$ cat src/rtl/weight_mem_loader_pkg.sv
// Shared definitions for the weight memory loader: loader FSM states and stream/tag widths.
package weight_mem_loader_pkg;

  localparam int TAG_W  = 8;
  localparam int WORD_W = 32;
  localparam int HALF_W = 16;

  typedef enum logic [1:0] {
    IDLE = 2'd0,
    LO   = 2'd1,
    HI   = 2'd2
  } state_t;

endpackage

$ cat src/rtl/weight_mem_loader_unpack.sv
// weight_unpack: holds the high half of an accepted word and drives the registered write-data bus.
module weight_unpack
  import weight_mem_loader_pkg::*;
#(
  parameter int dataWidth = 16
) (
  input  logic                 clk,
  input  logic                 rst_n,
  input  logic                 i_capture,
  input  logic                 i_wr_lo,
  input  logic                 i_wr_hi,
  input  logic [WORD_W-1:0]    i_word,
  output logic [dataWidth-1:0] o_wdata_next,
  output logic [dataWidth-1:0] o_win
);

  logic [dataWidth-1:0] r_hi;
  logic [dataWidth-1:0] r_win;

  // Low half is written on the accept edge straight from the stream; only the high half needs holding.
  always_comb begin
    o_wdata_next = i_word[dataWidth-1:0];
    if (i_wr_hi) o_wdata_next = r_hi;
  end

  always_ff @(posedge clk) begin
    if (!rst_n) begin
      r_hi  <= '0;
      r_win <= '0;
    end else begin
      if (i_capture) r_hi <= i_word[HALF_W +: dataWidth];
      if (i_wr_lo || i_wr_hi) r_win <= o_wdata_next;
    end
  end

  assign o_win = r_win;

endmodule

$ cat src/rtl/weight_mem_loader.sv
// Tag-filtered weight stream loader: two weights per 32-bit word into one neuron's weight memory.
// Optional running checksum output chk enabled by defining WEIGHT_CHECKSUM_EN.
module weight_mem_loader
  import weight_mem_loader_pkg::*;
#(
  parameter int dataWidth    = 16,
  parameter int addressWidth = 10,
  parameter int numWeight    = 784,
  parameter int layerNo      = 1,
  parameter int neuronNo     = 0
) (
  input  logic                    clk,
  input  logic                    rst_n,
  input  logic                    s_valid,
  output logic                    s_ready,
  input  logic [WORD_W-1:0]       s_data,
  input  logic [TAG_W-1:0]        s_layer,
  input  logic [TAG_W-1:0]        s_neuron,
  input  logic                    s_last,
  output logic                    wen,
  output logic [addressWidth:0]   waddr,
  output logic [dataWidth-1:0]    win,
  output logic                    busy,
  output logic                    load_done,
  output logic                    load_err
`ifdef WEIGHT_CHECKSUM_EN
  ,
  output logic [15:0]             chk
`endif
);

  localparam int CNT_W  = $clog2(numWeight + 1);
  localparam int ADDR_W = addressWidth + 1;
  localparam logic [CNT_W-1:0] NW = CNT_W'(numWeight);

  state_t              r_state;
  logic                r_ready;
  logic                r_wen;
  logic                r_busy;
  logic                r_done;
  logic                r_err;
  logic                r_last;
  logic [ADDR_W-1:0]   r_waddr;
  logic [CNT_W-1:0]    r_count;

  logic                w_match;
  logic                w_xfer;
  logic                w_wr_lo;
  logic                w_wr_hi;
  logic [dataWidth-1:0] w_wdata;

  assign w_match = (s_layer == TAG_W'(layerNo)) && (s_neuron == TAG_W'(neuronNo));
  assign w_xfer  = s_valid && r_ready;
  assign w_wr_lo = (r_state == IDLE) && w_xfer && w_match;
  assign w_wr_hi = (r_state == LO) && (r_count < NW);

  weight_unpack #(
    .dataWidth(dataWidth)
  ) u_unpack (
    .clk         (clk),
    .rst_n       (rst_n),
    .i_capture   (w_wr_lo),
    .i_wr_lo     (w_wr_lo),
    .i_wr_hi     (w_wr_hi),
    .i_word      (s_data),
    .o_wdata_next(w_wdata),
    .o_win       (win)
  );

  // State names the cycle in which the corresponding write is presented on wen/waddr/win.
  always_ff @(posedge clk) begin
    if (!rst_n) begin
      r_state <= IDLE;
      r_ready <= 1'b0;
      r_wen   <= 1'b0;
      r_busy  <= 1'b0;
      r_done  <= 1'b0;
      r_err   <= 1'b0;
      r_last  <= 1'b0;
      r_waddr <= '0;
      r_count <= '0;
    end else begin
      r_wen  <= 1'b0;
      r_done <= 1'b0;
      r_err  <= 1'b0;
      case (r_state)
        IDLE: begin
          r_ready <= 1'b1;
          if (w_wr_lo) begin
            r_state <= LO;
            r_ready <= 1'b0;
            r_wen   <= 1'b1;
            r_waddr <= ADDR_W'(r_count);
            r_count <= r_count + CNT_W'(1);
            r_busy  <= 1'b1;
            r_last  <= s_last;
          end
        end
        LO: begin
          r_state <= HI;
          if (w_wr_hi) begin
            r_wen   <= 1'b1;
            r_waddr <= ADDR_W'(r_count);
            r_count <= r_count + CNT_W'(1);
          end else begin
            // Odd block: the low-half write completed the load, high half is dropped.
            r_done  <= 1'b1;
            r_count <= '0;
            r_waddr <= '0;
            r_busy  <= 1'b0;
          end
        end
        HI: begin
          r_state <= IDLE;
          r_ready <= 1'b1;
          if (r_count == NW) begin
            r_done  <= 1'b1;
            r_count <= '0;
            r_waddr <= '0;
            r_busy  <= 1'b0;
          end else if (r_busy && r_last) begin
            r_err   <= 1'b1;
            r_count <= '0;
            r_busy  <= 1'b0;
          end
        end
        default: begin
          r_state <= IDLE;
          r_ready <= 1'b1;
        end
      endcase
    end
  end

  assign s_ready   = r_ready;
  assign wen       = r_wen;
  assign waddr     = r_waddr;
  assign busy      = r_busy;
  assign load_done = r_done;
  assign load_err  = r_err;

`ifdef WEIGHT_CHECKSUM_EN
  logic [15:0] r_chk;
  logic [15:0] w_wd16;

  assign w_wd16 = 16'(w_wdata);

  // First write of a load (count still 0) restarts the sum instead of accumulating.
  always_ff @(posedge clk) begin
    if (!rst_n) begin
      r_chk <= '0;
    end else if (w_wr_lo && (r_count == '0)) begin
      r_chk <= w_wd16;
    end else if (w_wr_lo || w_wr_hi) begin
      r_chk <= r_chk + w_wd16;
    end
  end

  assign chk = r_chk;
`endif

endmodule

$ cat config.mk
export PLATFORM = sky130hd
export DESIGN_NAME = weight_mem_loader
export DESIGN_NICKNAME = d
export VERILOG_FILES = /design/src/rtl/weight_mem_loader_pkg.sv /design/src/rtl/weight_mem_loader_unpack.sv /design/src/rtl/weight_mem_loader.sv
export SDC_FILE = /design/constraint.sdc
export NUM_CORES = 1
export LEC_CHECK = 0
export CORE_MARGIN = 3
export CORE_UTILIZATION = 62
export DETAILED_ROUTE_END_ITERATION = 10
export DONT_BUFFER_PORTS = 1
export GPL_ROUTABILITY_DRIVEN = 0
export PLACE_DENSITY = 0.75
export SYNTH_ARGS = -nofsm -noshare
export SYNTH_HDL_FRONTEND = slang
export SYNTH_SLANG_ARGS = --single-unit
$ cat constraint.sdc
create_clock -name clk -period 2.3 [get_ports clk]
set_input_delay 0.23 -clock clk [delete_from_list [all_inputs] [get_ports clk]]
set_output_delay 0.23 -clock clk [all_outputs]
set_load 0.03 [all_outputs]
Yosys cells after proc, flatten, opt, wreduce, memory -nomap -nowiden
Cells that the tools add are included.
{ "op_classes": {"addsub": 1, "order_cmp": 1, "eq_ne": 8, "n_mux": 26, "n_bitwise": 2, "n_reduce_logical": 15} }
{ "ops": {"columns": ["operator", "count"], "rows": [
  ["two-way mux 10 bit", 5],
  ["one-hot mux 11 bit (3 select lines)", 1],
  ["one-hot mux 10 bit (3 select lines)", 1],
  ["two-way mux 11 bit", 2],
  ["two-way mux 16 bit", 1],
  ["adder 10 x 1 -> 10 bit (second input constant)", 1],
  ["equality test 10 bit (second input constant)", 1],
  ["< comparator 10 bit (second input constant)", 1],
  ["two-way mux 1 bit", 10],
  ["equality test 8 x 1 -> 1 bit (second input constant)", 1],
  ["logical NOT 8 bit", 1],
  ["logical AND 1 bit", 6],
  ["one-hot mux 1 bit (2 select lines)", 3],
  ["AND reduction 3 bit", 2],
  ["!= test 2 bit (second input constant)", 2],
  ["one-hot mux 2 bit (2 select lines)", 1],
  ["AND reduction 4 bit", 1],
  ["!= test 3 bit (second input constant)", 1],
  ["one-hot mux 1 bit (3 select lines)", 1],
  ["nonzero test 3 bit", 1],
  ["OR reduction 3 bit", 1],
  ["equality test 2 x 1 -> 1 bit (second input constant)", 1],
  ["equality test 2 bit (second input constant)", 1],
  ["logical NOT 2 bit", 1],
  ["other kinds (5)", 6]
]} }
{ "word_totals": {"regBits": 61, "out_inout_bits": 32} }

Depth between registers and ports, before layout
Gate-level depths: netlist (run 1).
{ "logic_depth": {"ltp_word": 5, "depth_mapped": 9} }

By module
A second synthesis (run 1) with hierarchy kept.
{ "hier_totals": {"hier_cells": 309, "hier_area_um2": 3176.8} }
{ "modules_own_cells": {"columns": ["mod", "instances", "cells_each", "area_each_um2"], "rows": [
  ["weight_unpack", 1, 140, 1642.8],
  ["weight_mem_loader", 1, 169, 1534.0]
]} }

Worst setup path before layout (run 1)
Ideal clock, no wire load.
{ "synth_path": {"path_kind": "register to register", "startpoint": "register r_state[0]", "endpoint": "register r_waddr[0] (netlist: waddr[0])", "arrival_time_ps": 1661, "t_required_ps": 2164, "path_slack_ps": 503, "path_stages_with_launch": 8, "n_path_buf": 0, "period_less_slack_ps": 1797, "path_cell_list": "dfxtp_1 -> inv_1 -> ha_1 -> nand4b_1 -> nand4b_1 -> o21ai_1 -> nand2_1 -> mux2i_1"} }
{ "synth_between": {"elab_chain_len": 5} }
{ "synth_lines": {"columns": ["element", "line_no", "rtl"], "rows": [
  ["start, declared", "weight_mem_loader.sv:36", "state_t r_state;"],
  ["start signal, assigned", "weight_mem_loader.sv:73", "r_state <= IDLE;"],
  ["start signal, assigned", "weight_mem_loader.sv:90", "r_state <= LO;"],
  ["start signal, assigned", "weight_mem_loader.sv:100", "r_state <= HI;"],
  ["logical NOT 2 bit", "weight_mem_loader.sv:54, weight_mem_loader.sv:86", null],
  ["logical AND 1 bit (2 in series)", "weight_mem_loader.sv:54", "assign w_wr_lo = (r_state == IDLE) && w_xfer && w_match;"],
  ["!= test 2 x 1 -> 1 bit (no line)", null, null],
  ["AND reduction 3 bit (no line)", null, null],
  ["end signal, assigned", "weight_mem_loader.sv:93", "r_waddr <= ADDR_W'(r_count);"],
  ["end signal, assigned", "weight_mem_loader.sv:103", "r_waddr <= ADDR_W'(r_count);"],
  ["end, declared", "weight_mem_loader.sv:43", "logic [ADDR_W-1:0] r_waddr;"]
]} }
Parallel ways exist; a longest one is shown, timed or not.
A chain may end at the register's enable or synchronous reset.

Final worst setup path (run 1)
{ "layout_path": {"startpoint": "register r_count[0]", "endpoint": "register r_count[1]"} }
{ "layout_between": {"elab_chain_len": 4} }
{ "layout_lines": {"columns": ["element", "line_no", "rtl"], "rows": [
  ["start, declared", "weight_mem_loader.sv:44", "logic [CNT_W-1:0] r_count;"],
  ["start signal, assigned", "weight_mem_loader.sv:94", "r_count <= r_count + CNT_W'(1);"],
  ["start signal, assigned", "weight_mem_loader.sv:104", "r_count <= r_count + CNT_W'(1);"],
  ["< comparator 10 bit", "weight_mem_loader.sv:55", "assign w_wr_hi = (r_state == LO) && (r_count < NW);"],
  ["logical AND 1 bit", "weight_mem_loader.sv:55", null],
  ["two-way mux 10 bit", "weight_mem_loader.sv:101", "if (w_wr_hi) begin"],
  ["one-hot mux 10 bit (3 select lines)", "weight_mem_loader.sv:86", "case (r_state)"]
]} }
Parallel ways exist; a longest one is shown, timed or not. The select of a mux whose other input is x is not followed.

==> results of run 1 <==
## through the flow
step / hold slack, ps / worst slack (ps) / utilization, % / std cells
floorplan: 370.5 / 503.4 / - / 331
global placement: 366.1 / 362.0 / 66.96 / 370
detailed placement: 369.4 / 226.8 / 66.96 / 370
CTS: 20.11 / 126.2 / 72.44 / 385
global route: 21.21 / 41.61 / 72.54 / 385
finish: 34.24 / 185.3 / 72.54 / 385
## cells in the final DEF (no fill, tap or decap), types with 2 or more instances in the layout
master,Yosys,routed
nand2_1,97,97
dfxtp_1,60,60
a21oi_1,30,30
o21ai_0,17,17
a31oi_1,16,16
clkbuf_8,0,11
buf_4,1,11
mux2i_1,10,10
nor2_1,6,6
o21ai_1,8,6
ha_1,6,6
inv_1,5,5
o311ai_0,5,5
nand3_1,4,4
nand3b_1,4,4
nor4_1,3,3
nor3_1,3,3
nand4_1,3,3
o311ai_1,3,3
o41ai_1,3,3
o21ai_2,0,2
nand4b_1,2,2
a32oi_1,2,2
and3_1,2,2
or4_1,2,2
bufinv_16,0,2
## registers in the layout (all words and copies together), names as in the netlist, 2 cells and up
register,count
waddr,10
r_state,2
u_unpack.r_hi,16
u_unpack.o_win,16
r_count,10
## cells by family (layout without fill, tap and decap cells)
logic type                 Yosys count  count (layout)  share of synthesized area, %
muxes                               10              10                         3.725
DFF                                 60              60                         44.69
buffers and inverters               27              31                         4.423
other                                1               1                        0.1395
AOI/OAI and AO/OA                   92              92                         21.28
and+or+nand+nor                    135             135                         22.95
adders and majority gates            6               6                         2.793
## metal layers
layer | global-route usage [%] | vias up | share of wire, %
met3 | 6.732 | 6 | 7.5
met2 | 37.86 | 96 | 48
met4 | 9.603 | 0 | 0.70
li1 | - | 1182 | -
met1 | 33.42 | 1111 | 44
met5 | 0 | - | 0
## synth_stat cells (3+ instances only)
cell type,instances,share of area (%)
nand2_1,97,14
dfxtp_1,60,45
a21oi_1,30,5.6
o21ai_0,17,3.2
a31oi_1,16,3.7
clkbuf_1,15,2.1
mux2i_1,10,3.7
o21ai_1,8,1.5
ha_1,6,2.8
nor2_1,6,0.84
buf_2,5,0.93
inv_1,5,0.70
o311ai_0,5,1.6
nand3_1,4,0.74
nand3b_1,4,1.1
nand4_1,3,0.70
nor3_1,3,0.56
nor4_1,3,0.70
o311ai_1,3,0.98
o41ai_1,3,0.98
## path summary, 6_finish.rpt
kind / to / slack (ps) / cells past startpoint
worst max-delay path: r_count[1] / 190 / 7
worst min-delay path: u_unpack.r_hi[2] / 30 / 2
worst max register to register: r_count[1] / 190 / 7
worst min register to register: u_unpack.r_hi[13] / 450 / 2
## final cells by class
class	instances	share of cell area, %
Clock inverter	4	2.448
Timing Repair Buffer	11	2.786
Multi-Input combinational cell	244	46.39
Sequential cell	60	40.52
Inverter	5	0.6332
Tap cell	50	2.111
Clock buffer	11	5.108
## repair_timing
action                                  in CTS  in global routing
buffers inserted                             0                  0
endpoints found under the setup margin       0                  1
gates resized for setup                      0                  1
## critical path, stage by stage, from the launching register on
cell	delay (ps)
dfxtp_1	400
inv_1	90
ha_1	200
nand4bb_1	220
o31ai_2	110
a21oi_1	650
nor2_1	130
o31ai_1	230
## power breakdown
group	total [W]	switching, W	internal (W)
Combinational	0.0000345	0.0000233	0.0000112
Sequential	0.00104	0.000000603	0.00104
Clock	0.00106	0.000400	0.000661
Total	0.00214	0.000423	0.00171
==> out/qor.csv, run 1 <==
metric,value,unit
status,completed,
boundaryPins,84,
rows,23,
syn_avg_cell_area,8.120,um2
fin_crit,2115,ps
cts_max_level,3,
synth_area,2688,um2
dp_hpwl,4123,um
leakagePower,1.020,nW
setup_viol,0,
insertion_delay,330,ps
clk_pin_slew,70,ps
syn_inst,331,
grt_pass1_wl,10140,um
fmax,472.9,MHz
cp.arrival,2350,ps
ys.flop_type,dfxtp_1,
diodes,0,
holdBufCountCts,0,
fillers,345,
hold_violations,0,
max_cap_violations,0,
grtUsageTotal,24.79,%
design_area,2964,um2
via_per_inst,6.221,
worstMarginPinSlew,808.0,ps
worstSetupStartpoint,r_count[0],
cts_buffers,9,
fin_total_pwr,0.002136,W
wl,6266,um
antenna_found_initial,0,
worstPathRequired,2540,ps
ant_nets,0,
yosys_warnings,0,
die_area,5161,um2
rsz0062_at_grt,false,
vias,2395,
setup_tns,0,ps
fp.dieW,71.84,um
core-area,4086,um2
fin_nets,389,
timing.rr.start,r_count[0],
clock-sinks,60,
synthArstFlopShare,0,%
grt_max_degree,43,
dpl-instance-area,2736,um2
synth_edf_count,0,
grt_pass1_vias,2175,
area_growth_syn_to_layout,10.29,%
root_buffer,clkbuf_8,
end_kind,flip-flop,
crit_type,reg2reg,
power.density,720.5,nW/um2
critical_path.startpoint_type,flip-flop,
path_max_fanout,9,
clock_skew,7.635,ps
post-route-drc-count,0,
gr-total-overflow,0,
multi_input_area,1375,um2
dr.first_iter.drc_count,210,
tritoncts,done,
dieHeight,71.84,um
initial_utilization,65.77,%
ctsLongestPathBuffers,2,
synth_seq_cells,60,
slew_headroom,46.13,%
synth.distinct_cells,44,
seq_area_frac_synth,44.69,%
drive_gt1_share,9.552,%
drv_slew,0,
fin_crit_sh,91.94,%
portBuffers,0,
vdd_drop_max,579.3,uV
drtPass1Iterations,4,
seq_area,1201,um2
min_from,s_data[18],
hold_path_class,in2reg,
synthesis.nets,389,
wl_per_cell,16.28,um
Note: power is estimated with default switching activity, not from simulation.
==> inputs of run 2 (changes only) <==
GPL_TIMING_DRIVEN = 1   (was default)
PLACE_DENSITY = 0.82   (was 0.75)
==> run 2 against run 1 <==
Critical path depth is the same. Setup slack worse by 120 ps. Wire length decreased by 4.1%. Non-clock buffer count decreased by 3. Sequential share of layout area up 0.52 points. Hold slack got worse by 9.5 ps. Critical path type unchanged. Via count down 1.8%.
==> out/qor.csv, run 2 (synthesis results as in run 1) <==
metric,value,unit,change
status,completed,,
ctsLongestPathBuffers,2,,unchanged
r2r_cells,7,,unchanged
dr.first_iter.drc_count,173,,-18%
initial_utilization,65.77,%,unchanged
drive_gt1_share,9.036,%,-0.52 points
wl_per_cell,15.74,um,-3.3%
fmax,448.3,MHz,-5.2%
post-route-drc-count,0,,unchanged
path_max_fanout,9,,unchanged
min_delay_path_depth,2,,unchanged
slew_headroom,49.34,%,+3.2 points
crit_type,reg2reg,,
wl,6012,um,-4.1%
max_cap_violations,0,,unchanged
fillers,348,,+0.87%
setup_tns,0,ps,unchanged
hold_violations,0,,unchanged
rows,23,,unchanged
leakagePower,0.9944,nW,-2.5%
area_growth_syn_to_layout,8.892,%,
drv_slew,0,,unchanged
final_cell_mix,"96 x nand2_1, 60 x dfxtp_1, 30 x a21oi_1",,
root_buffer,clkbuf_8,,
vdd_drop_max,583.1,uV,+0.66%
drtPass1Iterations,4,,unchanged
insertion_delay,340,ps,about the same
clock_skew,7.895,ps,+0.2596 ps
fin_nets,386,,-0.77%
fp.dieW,71.84,um,unchanged
antenna_found_initial,0,,unchanged
power.density,678.2,nW/um2,-5.9%
gr-total-overflow,0,,unchanged
portBuffers,0,,unchanged
final_util,71.62,%,-0.92 points
seq_area,1201,um2,unchanged
cp.arrival,2470,ps,+120 ps
fin_crit,2230,ps,+115.8 ps
multi_input_area,1394,um2,+1.4%
dp_hpwl,3976,um,-3.6%
die_area,5161,um2,unchanged
ant_nets,0,,unchanged
design_area,2927,um2,-1.3%
cts_max_level,3,,unchanged
setup_viol,0,,unchanged
critical_path.startpoint_type,flip-flop,,
grt_pass1_vias,2101,,-3.4%
tritoncts,done,,
final_common_cell,nand2_1,,
cts_buffers,9,,unchanged
worstPathRequired,2540,ps,about the same
fin_crit_sh,96.98,%,+5.0 points
core-area,4086,um2,unchanged
vias,2351,,-1.8%
hold_path_class,in2reg,,
instances_no_fill,382,,-0.78%
dieHeight,71.84,um,unchanged
dpl-instance-area,2714,um2,-0.82%
clock-sinks,60,,unchanged
grt_max_degree,43,,unchanged
clk_pin_slew,70,ps,about the same
boundaryPins,84,,unchanged
end_kind,flip-flop,,
worstMarginPinSlew,759.9,ps,-48.12 ps
via_per_inst,6.154,,-1.1%
grt_pass1_wl,9584,um,-5.4%
dp.cells,367,,-0.81%
diodes,0,,unchanged
grtUsageTotal,23.94,%,-0.85 points
[run 2: routing by layer]
layer  routed length, um  global-route usage, %  share of wire [%]  up-vias
li1                    -                      -                  -     1168
met1                2539                  30.27                 42     1082
met2                2831                  36.02                 47       88
met3                 528                  9.537                8.8       13
met4                 112                  10.65                1.9        0
met5                   0                      0                  0        -
[run 2: critical path, cell delays in order (launching register included)]
cell and delay, ps:
dfxtp_1 410, inv_1 80, ha_1 220, nand4bb_1 250, o31ai_4 100, a21oi_1 610
nor2_1 180, o31ai_1 280
[run 2: final timing paths]
path	startpoint	end	slack, ps
hold / removal	s_data[28]	u_unpack.r_hi[12]	20
hold reg to reg	u_unpack.r_hi[11]	u_unpack.r_hi[11]	450
setup / recovery	r_count[0]	r_count[1]	70
setup reg to reg	r_count[0]	r_count[1]	70
[run 2: cell type report]
| type | count | share of cell area, % |
|---|---|---|
| clock buffers | 10 | 4.703 |
| flip-flops and latches | 60 | 41.04 |
| well taps | 50 | 2.138 |
| multi-input cells | 244 | 47.63 |
| clock inverters | 5 | 1.796 |
| repair buffers | 8 | 2.052 |
| inverters | 5 | 0.6413 |
[run 2: where the power goes]
| group | internal [W] | total (W) | switching, W |
|---|---|---|---|
| Combinational | 0.0000107 | 0.0000340 | 0.0000233 |
| Clock | 0.000517 | 0.000910 | 0.000393 |
| Sequential | 0.00104 | 0.00104 | 0.000000466 |
| Total | 0.00157 | 0.00198 | 0.000417 |
[run 2: timing repair]
item	in CTS	in global routing
gates resized for setup	0	4
setup endpoints to repair	0	10
setup buffers	0	0
hold buffers	0	0
endpoints found under the hold margin	0	0
[run 2: stage by stage]
stage	total power [W]	setup WS [ps]	hold WS (ps)
floorplan	0.001098	503.4	370.5
global placement	0.001097	275.1	366.5
detailed placement	0.001097	197.0	365.6
CTS	0.002001	186.9	17.20
global route	0.002053	-98.29	15.67
finish	0.001985	69.50	24.74
